File: src/rtl/undo_if.sv
// Request/acknowledge bundle between the undo-stack controller and its two clients:
// the ALU stage (push side) and the register-read stage (pop side).
interface undo_if #(
  parameter int WIDTH = 16
);
  logic             push_req;
  logic [WIDTH-1:0] push_data;
  logic             push_ack;
  logic             pop_req;
  logic             pop_ack;
  logic [WIDTH-1:0] pop_data;
  logic             pop_err;

  modport master (
    output push_req, push_data, pop_req,
    input  push_ack, pop_ack, pop_data, pop_err
  );

  modport slave (
    input  push_req, push_data, pop_req,
    output push_ack, pop_ack, pop_data, pop_err
  );
endinterface

File: src/rtl/undo_ctrl.sv
// Undo-stack controller: circular LIFO with round-robin push/pop arbitration,
// overwrite-oldest on full, flagged underflow on empty. Optional peek port: UNDO_CTRL_PEEK_EN.
module undo_ctrl #(
  parameter int DEPTH = 16,
  parameter int WIDTH = 16
) (
  input  logic                    clk,
  input  logic                    reset,
  input  logic                    clr,
  undo_if.slave                   bus,
  output logic [$clog2(DEPTH):0]  count,
  output logic                    full,
  output logic                    empty,
  output logic                    ovf_flag,
  output logic                    unf_flag,
  input  logic [$clog2(DEPTH)-1:0] peek_idx,
  output logic [WIDTH-1:0]        peek_data
);

  localparam int AW    = $clog2(DEPTH);
  localparam int CNT_W = AW + 1;

  typedef enum logic [1:0] {
    IDLE  = 2'd0,
    GPUSH = 2'd1,
    GPOP  = 2'd2
  } state_t;

  state_t           state;
  state_t           state_nx;
  logic             last_pop;
  logic [AW-1:0]    top;
  logic [WIDTH-1:0] mem [DEPTH];
  logic             push_elig;
  logic             pop_elig;
  logic             do_push;
  logic             do_pop;
  logic             pop_err_r;
  logic [WIDTH-1:0] pop_data_r;

  assign full  = (count == CNT_W'(DEPTH));
  assign empty = (count == '0);

  // A request seen together with its own ack is the tail of the previous grant.
  assign push_elig = bus.push_req && !bus.push_ack;
  assign pop_elig  = bus.pop_req  && !bus.pop_ack;

  always_comb begin
    state_nx = IDLE;
    case (state)
      GPUSH: state_nx = pop_elig  ? GPOP  : IDLE;
      GPOP:  state_nx = push_elig ? GPUSH : IDLE;
      default: begin
        if (push_elig && pop_elig) begin
          state_nx = last_pop ? GPUSH : GPOP;
        end else if (push_elig) begin
          state_nx = GPUSH;
        end else if (pop_elig) begin
          state_nx = GPOP;
        end
      end
    endcase
    if (clr) begin
      state_nx = IDLE;
    end
  end

  // The commit happens on the edge that enters the grant state; the ack follows.
  assign do_push = (state_nx == GPUSH) && !reset;
  assign do_pop  = (state_nx == GPOP)  && !reset;

  always_ff @(posedge clk) begin
    if (reset) begin
      state    <= IDLE;
      last_pop <= 1'b1;
    end else begin
      state <= state_nx;
      if (do_push) begin
        last_pop <= 1'b0;
      end else if (do_pop) begin
        last_pop <= 1'b1;
      end
    end
  end

  assign bus.push_ack = (state == GPUSH);
  assign bus.pop_ack  = (state == GPOP);
  assign bus.pop_err  = pop_err_r;
  assign bus.pop_data = pop_data_r;

  always_ff @(posedge clk) begin
    if (reset) begin
      top       <= '0;
      count     <= '0;
      ovf_flag  <= 1'b0;
      unf_flag  <= 1'b0;
      pop_err_r <= 1'b0;
    end else if (clr) begin
      top       <= '0;
      count     <= '0;
      pop_err_r <= 1'b0;
    end else begin
      pop_err_r <= 1'b0;
      if (do_push) begin
        top <= top + 1'b1;
        if (full) begin
          ovf_flag <= 1'b1;
        end else begin
          count <= count + 1'b1;
        end
      end else if (do_pop) begin
        if (empty) begin
          pop_err_r <= 1'b1;
          unf_flag  <= 1'b1;
        end else begin
          top   <= top - 1'b1;
          count <= count - 1'b1;
        end
      end
    end
  end

  // Storage array is never reset; only the pop result register is.
  always_ff @(posedge clk) begin
    if (do_push) begin
      mem[top + 1'b1] <= bus.push_data;
    end
  end

  always_ff @(posedge clk) begin
    if (reset) begin
      pop_data_r <= '0;
    end else if (do_pop) begin
      pop_data_r <= empty ? '0 : mem[top];
    end
  end

`ifdef UNDO_CTRL_PEEK_EN
  // Peek uses the pre-commit top; same-cycle pushes/pops are not forwarded.
  always_ff @(posedge clk) begin
    if (reset) begin
      peek_data <= '0;
    end else begin
      peek_data <= mem[top - peek_idx];
    end
  end
`else
  logic unused_peek;
  assign unused_peek = ^peek_idx;
  assign peek_data   = '0;
`endif

  a_ack_onehot: assert property (@(posedge clk) disable iff (reset)
    !(bus.push_ack && bus.pop_ack));
  a_count_range: assert property (@(posedge clk) disable iff (reset)
    count <= CNT_W'(DEPTH));

endmodule
File: src/flat_wrapper.sv
// flat-port wrapper written by rule: the top's interface ports become plain ports
module undo_ctrl_flat 
#(
  parameter int DEPTH = 16,
  parameter int WIDTH = 16
)
  (clk, reset, clr, count, full, empty, ovf_flag, unf_flag, peek_idx, peek_data, bus_push_req, bus_push_data, bus_pop_req, bus_push_ack, bus_pop_ack, bus_pop_data, bus_pop_err);
  undo_if #(.WIDTH(WIDTH)) bus_i ();
  input  logic clk;
  input  logic reset;
  input  logic clr;
  output logic [$clog2(DEPTH):0] count;
  output logic full;
  output logic empty;
  output logic ovf_flag;
  output logic unf_flag;
  input  logic [$clog2(DEPTH)-1:0] peek_idx;
  output logic [WIDTH-1:0] peek_data;
  input wire logic [$bits(bus_i.push_req)-1:0] bus_push_req;
  input wire logic [$bits(bus_i.push_data)-1:0] bus_push_data;
  input wire logic [$bits(bus_i.pop_req)-1:0] bus_pop_req;
  output wire logic [$bits(bus_i.push_ack)-1:0] bus_push_ack;
  output wire logic [$bits(bus_i.pop_ack)-1:0] bus_pop_ack;
  output wire logic [$bits(bus_i.pop_data)-1:0] bus_pop_data;
  output wire logic [$bits(bus_i.pop_err)-1:0] bus_pop_err;
  assign bus_i.push_req = bus_push_req;
  assign bus_i.push_data = bus_push_data;
  assign bus_i.pop_req = bus_pop_req;
  assign bus_push_ack = bus_i.push_ack;
  assign bus_pop_ack = bus_i.pop_ack;
  assign bus_pop_data = bus_i.pop_data;
  assign bus_pop_err = bus_i.pop_err;
  undo_ctrl #(.DEPTH(DEPTH), .WIDTH(WIDTH)) u_core (.clk(clk), .reset(reset), .clr(clr), .bus(bus_i), .count(count), .full(full), .empty(empty), .ovf_flag(ovf_flag), .unf_flag(unf_flag), .peek_idx(peek_idx), .peek_data(peek_data));
endmodule
File: config.mk
export PLATFORM = sky130hd
export DESIGN_NAME = undo_ctrl_flat
export DESIGN_NICKNAME = d
export VERILOG_FILES = /design/src/rtl/undo_if.sv /design/src/rtl/undo_ctrl.sv /design/src/flat_wrapper.sv
export SDC_FILE = /design/constraint.sdc
export NUM_CORES = 1
export LEC_CHECK = 0
export BUFFER_PORTS_ARGS = -buffer_cell sky130_fd_sc_hd__buf_2
export CAP_MARGIN = 20
export CORE_ASPECT_RATIO = 2
export CORE_MARGIN = 2
export CORE_UTILIZATION = 45
export CTS_BUF_LIST = sky130_fd_sc_hd__clkbuf_8 sky130_fd_sc_hd__clkbuf_16
export CTS_CLUSTER_DIAMETER = 120
export CTS_CLUSTER_SIZE = 20
export DETAILED_ROUTE_END_ITERATION = 8
export GPL_ROUTABILITY_DRIVEN = 0
export PLACE_DENSITY = 0.61
export REMOVE_ABC_BUFFERS = 1
export SLEW_MARGIN = 20
export SYNTH_ARGS = -nofsm -noshare
export SYNTH_HDL_FRONTEND = slang
export SYNTH_SLANG_ARGS = --single-unit
File: constraint.sdc
create_clock -name clk -period 2.6 [get_ports clk]
set_clock_uncertainty 0.15 [all_clocks]
set_input_delay 0.52 -clock clk [delete_from_list [all_inputs] [get_ports clk]]
set_output_delay 0.52 -clock clk [all_outputs]
set_load 0.02 [all_outputs]
# After elaboration in Yosys (flattened, before gate mapping)
# Memories as Yosys holds them, arrays and structs flattened. A register that Yosys moved wholly into a read port is not among the register bits.
# Cells that the tools add are included.
# op_classes
addsub	4
reduce_logical	16
n_eq_ne	7
n_mux	22
bitwise_logic	3
# op_table
cell	count
$mux 4	5
$mux 5	4
$mux 16	1
$mux 2	5
$mux 1	6
$reduce_and 3->1	2
$add 5x1->5 const B	1
$eq 5x5->1 const B	1
$logic_and 1x1->1	5
$logic_not 5->1	1
$sub 5x1->5 const B	1
$add 4x1->4 const B	1
$eq 2x1->1 const B	2
$eq 2x2->1 const B	2
$ne 2x2->1 const B	2
$pmux 2 s2	1
$reduce_and 4->1	1
$reduce_or 4->1	1
$sub 4x1->4 const B	1
$logic_not 1->1	3
$not 1->1	3
$reduce_and 2->1	1
$reduce_bool 2->1	1
$reduce_or 2->1	1
# totals
out_inout_bits	44
reg_bits	31
n_memories	1
ram_bits	256
# memory_table
name	words	word_bits	read_ports	rd_clocked_by_memory_dff	wr	line	rtl
u_core.mem	16	16	1	1	1	undo_ctrl.sv:33	logic [WIDTH-1:0] mem [DEPTH];

# Longest topological paths before layout
# depth
depth_word	14
mapped_depth	11

# Worst setup path after synthesis
# OpenSTA, ideal clock, no wires.
# synth_path
path_type	input to register
start	input port clr
end	memory u_core.mem[11][0], enable pin
setup_slack_ps	-178
n_path_buf	2
cell_stages	6
t_arrival_ps	2240
path_cell_list	or2_1 buf_2 nor4_4 buf_2 nand2_1 nor2_1
# synth_via
elab_chain_len	5
# synth_rtl
element	line	rtl
from (decl)	flat_wrapper.sv:11	input logic clr;
$mux 2	undo_ctrl.sv:63	if (clr) begin
$eq 2x1->1	undo_ctrl.sv:69	assign do_push = (state_nx == GPUSH) && !reset;
$logic_and 1x1->1	undo_ctrl.sv:69	
$mux 1	undo_ctrl.sv:125	if (do_push) begin
$mux 1 (implied by the code)	undo_ctrl.sv:126	mem[top + 1'b1] <= bus.push_data;
to (decl)	undo_ctrl.sv:33	
# Every way passes these cells.

# Worst setup path in the final report
# layout_path
start	register u_core.count[0]
end	output port full
# layout_via
elab_chain_len	1
# layout_rtl
element	line	rtl
from (decl)	undo_ctrl.sv:11	output logic [$clog2(DEPTH):0] count,
from (signal assigned)	undo_ctrl.sv:109	count <= count + 1'b1;
from (signal assigned)	undo_ctrl.sv:117	count <= count - 1'b1;
$eq 5x5->1	undo_ctrl.sv:41	assign full = (count == CNT_W'(DEPTH));
to (decl)	flat_wrapper.sv:13	output logic full;
# Every way passes these cells.

==> impl_metrics.json <==
{
  "reg2reg_slack_ns": 0.10,
  "nets": 714,
  "via_per_inst": 5.43,
  "clock-root-buffer": "clkbuf_16",
  "ant_nets": 0,
  "syn_area_per_cell_um2": 19.3,
  "final.period_utilization": 0.979,
  "yosysWarnings": 0,
  "drt_iter0_drc": 459,
  "fin_util": 0.521,
  "grt-ovfl-total": 0,
  "worstMarginPinSlew_ns": 0.583,
  "ys_seq_elements": 291,
  "power.density_nw_per_um2": 659,
  "critPathCaptureType": "primary output",
  "fillerInstances": 1995,
  "drt-pass1-iter-count": 4,
  "hold_violations": 0,
  "timing.slew.headroom": 0.610,
  "synthXorXnorAreaFrac": 0.00620,
  "clock_sinks": 291,
  "yosys.area_share.simple": 0.0385,
  "slowest_stage": "or4_4",
  "wl_per_cell_um": 22.9,
  "path_clk_slew_ns": 0.08,
  "power.share.sequential": 0.601,
  "p_clk_frac": 0.325,
  "drive_gt1_frac": 0.320,
  "cp.arrival_ns": 1.87,
  "netlist_top_cells_area": "edfxtp_1 68%, mux4_2 13%, dfxtp_1 6.2%, a22oi_1 2.2%, a22o_1 1.2%",
  "cts_tree": "built",
  "final.setup.tns_ns": 0,
  "synth_top_family_by_area": "multiplexers",
  "cp-start-kind": "flip-flop",
  "antennaDiodeCount": 0,
  "yosysSeqAreaShare": 0.742,
  "area_growth_pct": 14.9,
  "fp.dieArea_um2": 26500,
  "timing.hold.ws_ns": 0.155,
  "synth-compound-area-share": 0.0468,
  "max_freq_ghz": 0.393,
  "vdd_drop_max_v": 0.000433,
  "status": "complete, no violations",
  "finalSetupViolCount": 0,
  "drc": 0,
  "finalMaxSlewViolations": 0,
  "ys_async_sr_fraction": 0,
  "design_power_total_mw": 8.56,
  "synthDistinctLibCells": 43,
  "routed_wl_mm": 23.5,
  "routed-via-count": 5571,
  "critical_path_class": "reg2out",
  "critPathMaxStageDelay_ns": 0.62,
  "cp_max_fo": 6,
  "fp-row-count": 82,
  "syn_area_um2": 11300,
  "grt_pass1_vias": 5973,
  "wl_met3_um": 928,
  "dr_wl_met2_mm": 13.8,
  "synth_ff_type": "edfxtp_1",
  "coreArea_um2": 24900,
  "io_buffers": 48,
  "fp.dieH_um": 228,
  "dp_hpwl_mm": 16.1,
  "wl_met1_mm": 8.32,
  "grt_pass1_wl_mm": 35.9,
  "multi_input_area_um2": 2780,
  "ctsHtreeMaxLevel": 1,
  "post-place-ws_ns": -0.0604,
  "post_dp_cell_area_um2": 12400,
  "worst_skew_pair.late_latency_ns": 0.51,
  "p_leak_nw": 4.30,
  "antenna_found_initial": 2,
  "synth_edf_count": 256,
  "synth_adder_area_share": 0.0111,
  "hp-class": "in2reg",
  "seq_area_um2": 8390,
  "yosysTopAreaCellShare": 0.680,
  "syn_inst": 585,
  "required_ns": 1.93,
  "place_inst": 994,
  "path_cells": "or4_4 > nor2_2 > buf_2",
  "switchingPower_mw": 1.86,
  "synth_top_area_cell": "edfxtp_1",
  "die_x_um": 116,
  "instances_no_fill": 1026,
  "setup_slack_ns": 0.0554,
  "worst-path-buf-inv": 1,
  "synth_mux_area_frac": 0.132,
  "grt_use_total": 0.185,
  "clock_path_buffers": 3,
  "pwr-share-comb": 0.074,
  "routed.top_layer": "met5",
  "critPathTopFamily": "simple AND/OR/NAND/NOR gates",
  "grt_max_degree": 65,
  "power.internal_mw": 6.70,
  "cts_buffers": 18,
  "period_minus_slack_ns": 2.54,
  "ios": 69,
  "initial_utilization": 0.454,
  "fin_area_um2": 13000,
  "switching_share": 0.217,
  "cap_violations": 0
}
final timing paths:
check                           from                 endpoint  cells past startpoint
max                  u_core.count[0]                     full                      3
min                            reset          u_core.ovf_flag                      3
max reg2reg          u_core.state[1]          u_core.count[3]                      9
min reg2reg  u_core.bus.pop_data[13]  u_core.bus.pop_data[13]                      1
cells in the final DEF (no fill, tap or decap), types with 19 or more instances in the layout:
master	instances
a22oi_1	33
buf_4	37
mux4_2	64
inv_1	19
clkbuf_16	19
nand2_1	34
edfxtp_1	256
dfxtp_1	32
nor2_2	19
buf_2	48
flip-flops by register name, indices dropped and copies added, names as in the netlist, named ones only:
signal / flops
u_core.ovf_flag: 1
u_core.bus.pop_data: 16
u_core.bus.pop_err: 1
u_core.state: 2
u_core.top: 4
u_core.count: 5
u_core.unf_flag: 1
u_core.mem: 256
u_core.last_pop: 1
synthesized netlist by cell type, drive strengths merged, types with 3 or more instances:
cell type	n
mux2i	3
nor3	3
nand2	34
nor2	33
edfxtp	256
buf	27
a21oi	4
or3	5
xnor2	6
a22o	16
mux4	64
o21ai	4
dfxtp	35
clkbuf	15
ha	10
nor2b	4
inv	8
a22oi	33
logic make-up (layout without fill, tap and decap cells):
| group | count (synthesis) | count (layout) |
|---|---|---|
| flip-flops | 291 | 291 |
| AND/OR/NAND/NOR | 88 | 88 |
| multiplexers | 69 | 69 |
| AO/OA/AOI/OAI | 68 | 68 |
| buffers and inverters | 50 | 140 |
| adder cells (fa/ha/maj) | 10 | 10 |
| XOR/XNOR | 8 | 8 |
| other | 1 | 16 |
repair_timing:
action	4_1_cts	5_1_grt
hold buffers	0	0
cloned	0	0
setup buffers	0	1
endpoints found under the setup margin	1	4
gates resized for setup	1	5
pin swaps	0	4
power groups by stage:
stage / Clock [mW] / Combinational (mW) / Sequential (mW)
after CTS: 2.86 / 0.630 / 5.15
final: 2.78 / 0.630 / 5.15
after global placement: 0 / 0.612 / 5.25
after global routing: 3.02 / 0.685 / 5.15
after floorplan: 0 / 0.341 / 5.30
after detailed placement: 0 / 0.628 / 5.25
cell type report:
| type | count | area share |
|---|---|---|
| timing repair buffer | 101 | 0.0645 |
| multi-input combinational | 259 | 0.214 |
| inverter | 8 | 0.00231 |
| clock buffer | 19 | 0.0366 |
| clock inverter | 12 | 0.00405 |
| sequential | 291 | 0.646 |
| tap | 336 | 0.0324 |
worst reg2reg max path, delay by kind of cell, from the launching register on:
kind,cells,cell delay (ns)
multiplexers,1,0.31
flip-flops,1,0.35
buffers and inverters,2,0.13
adder cells (fa/ha/maj),2,0.60
AND/OR/NAND/NOR,3,0.64
AO/OA/AOI/OAI,1,0.20
per-layer routing:
layer | GRT usage | vias to the layer above
li1 | - | 2500
met3 | 0.0255 | 34
met5 | 0 | -
met4 | 0.0491 | 4
met2 | 0.353 | 122
met1 | 0.211 | 2911
(Power assumes the default switching activity.)
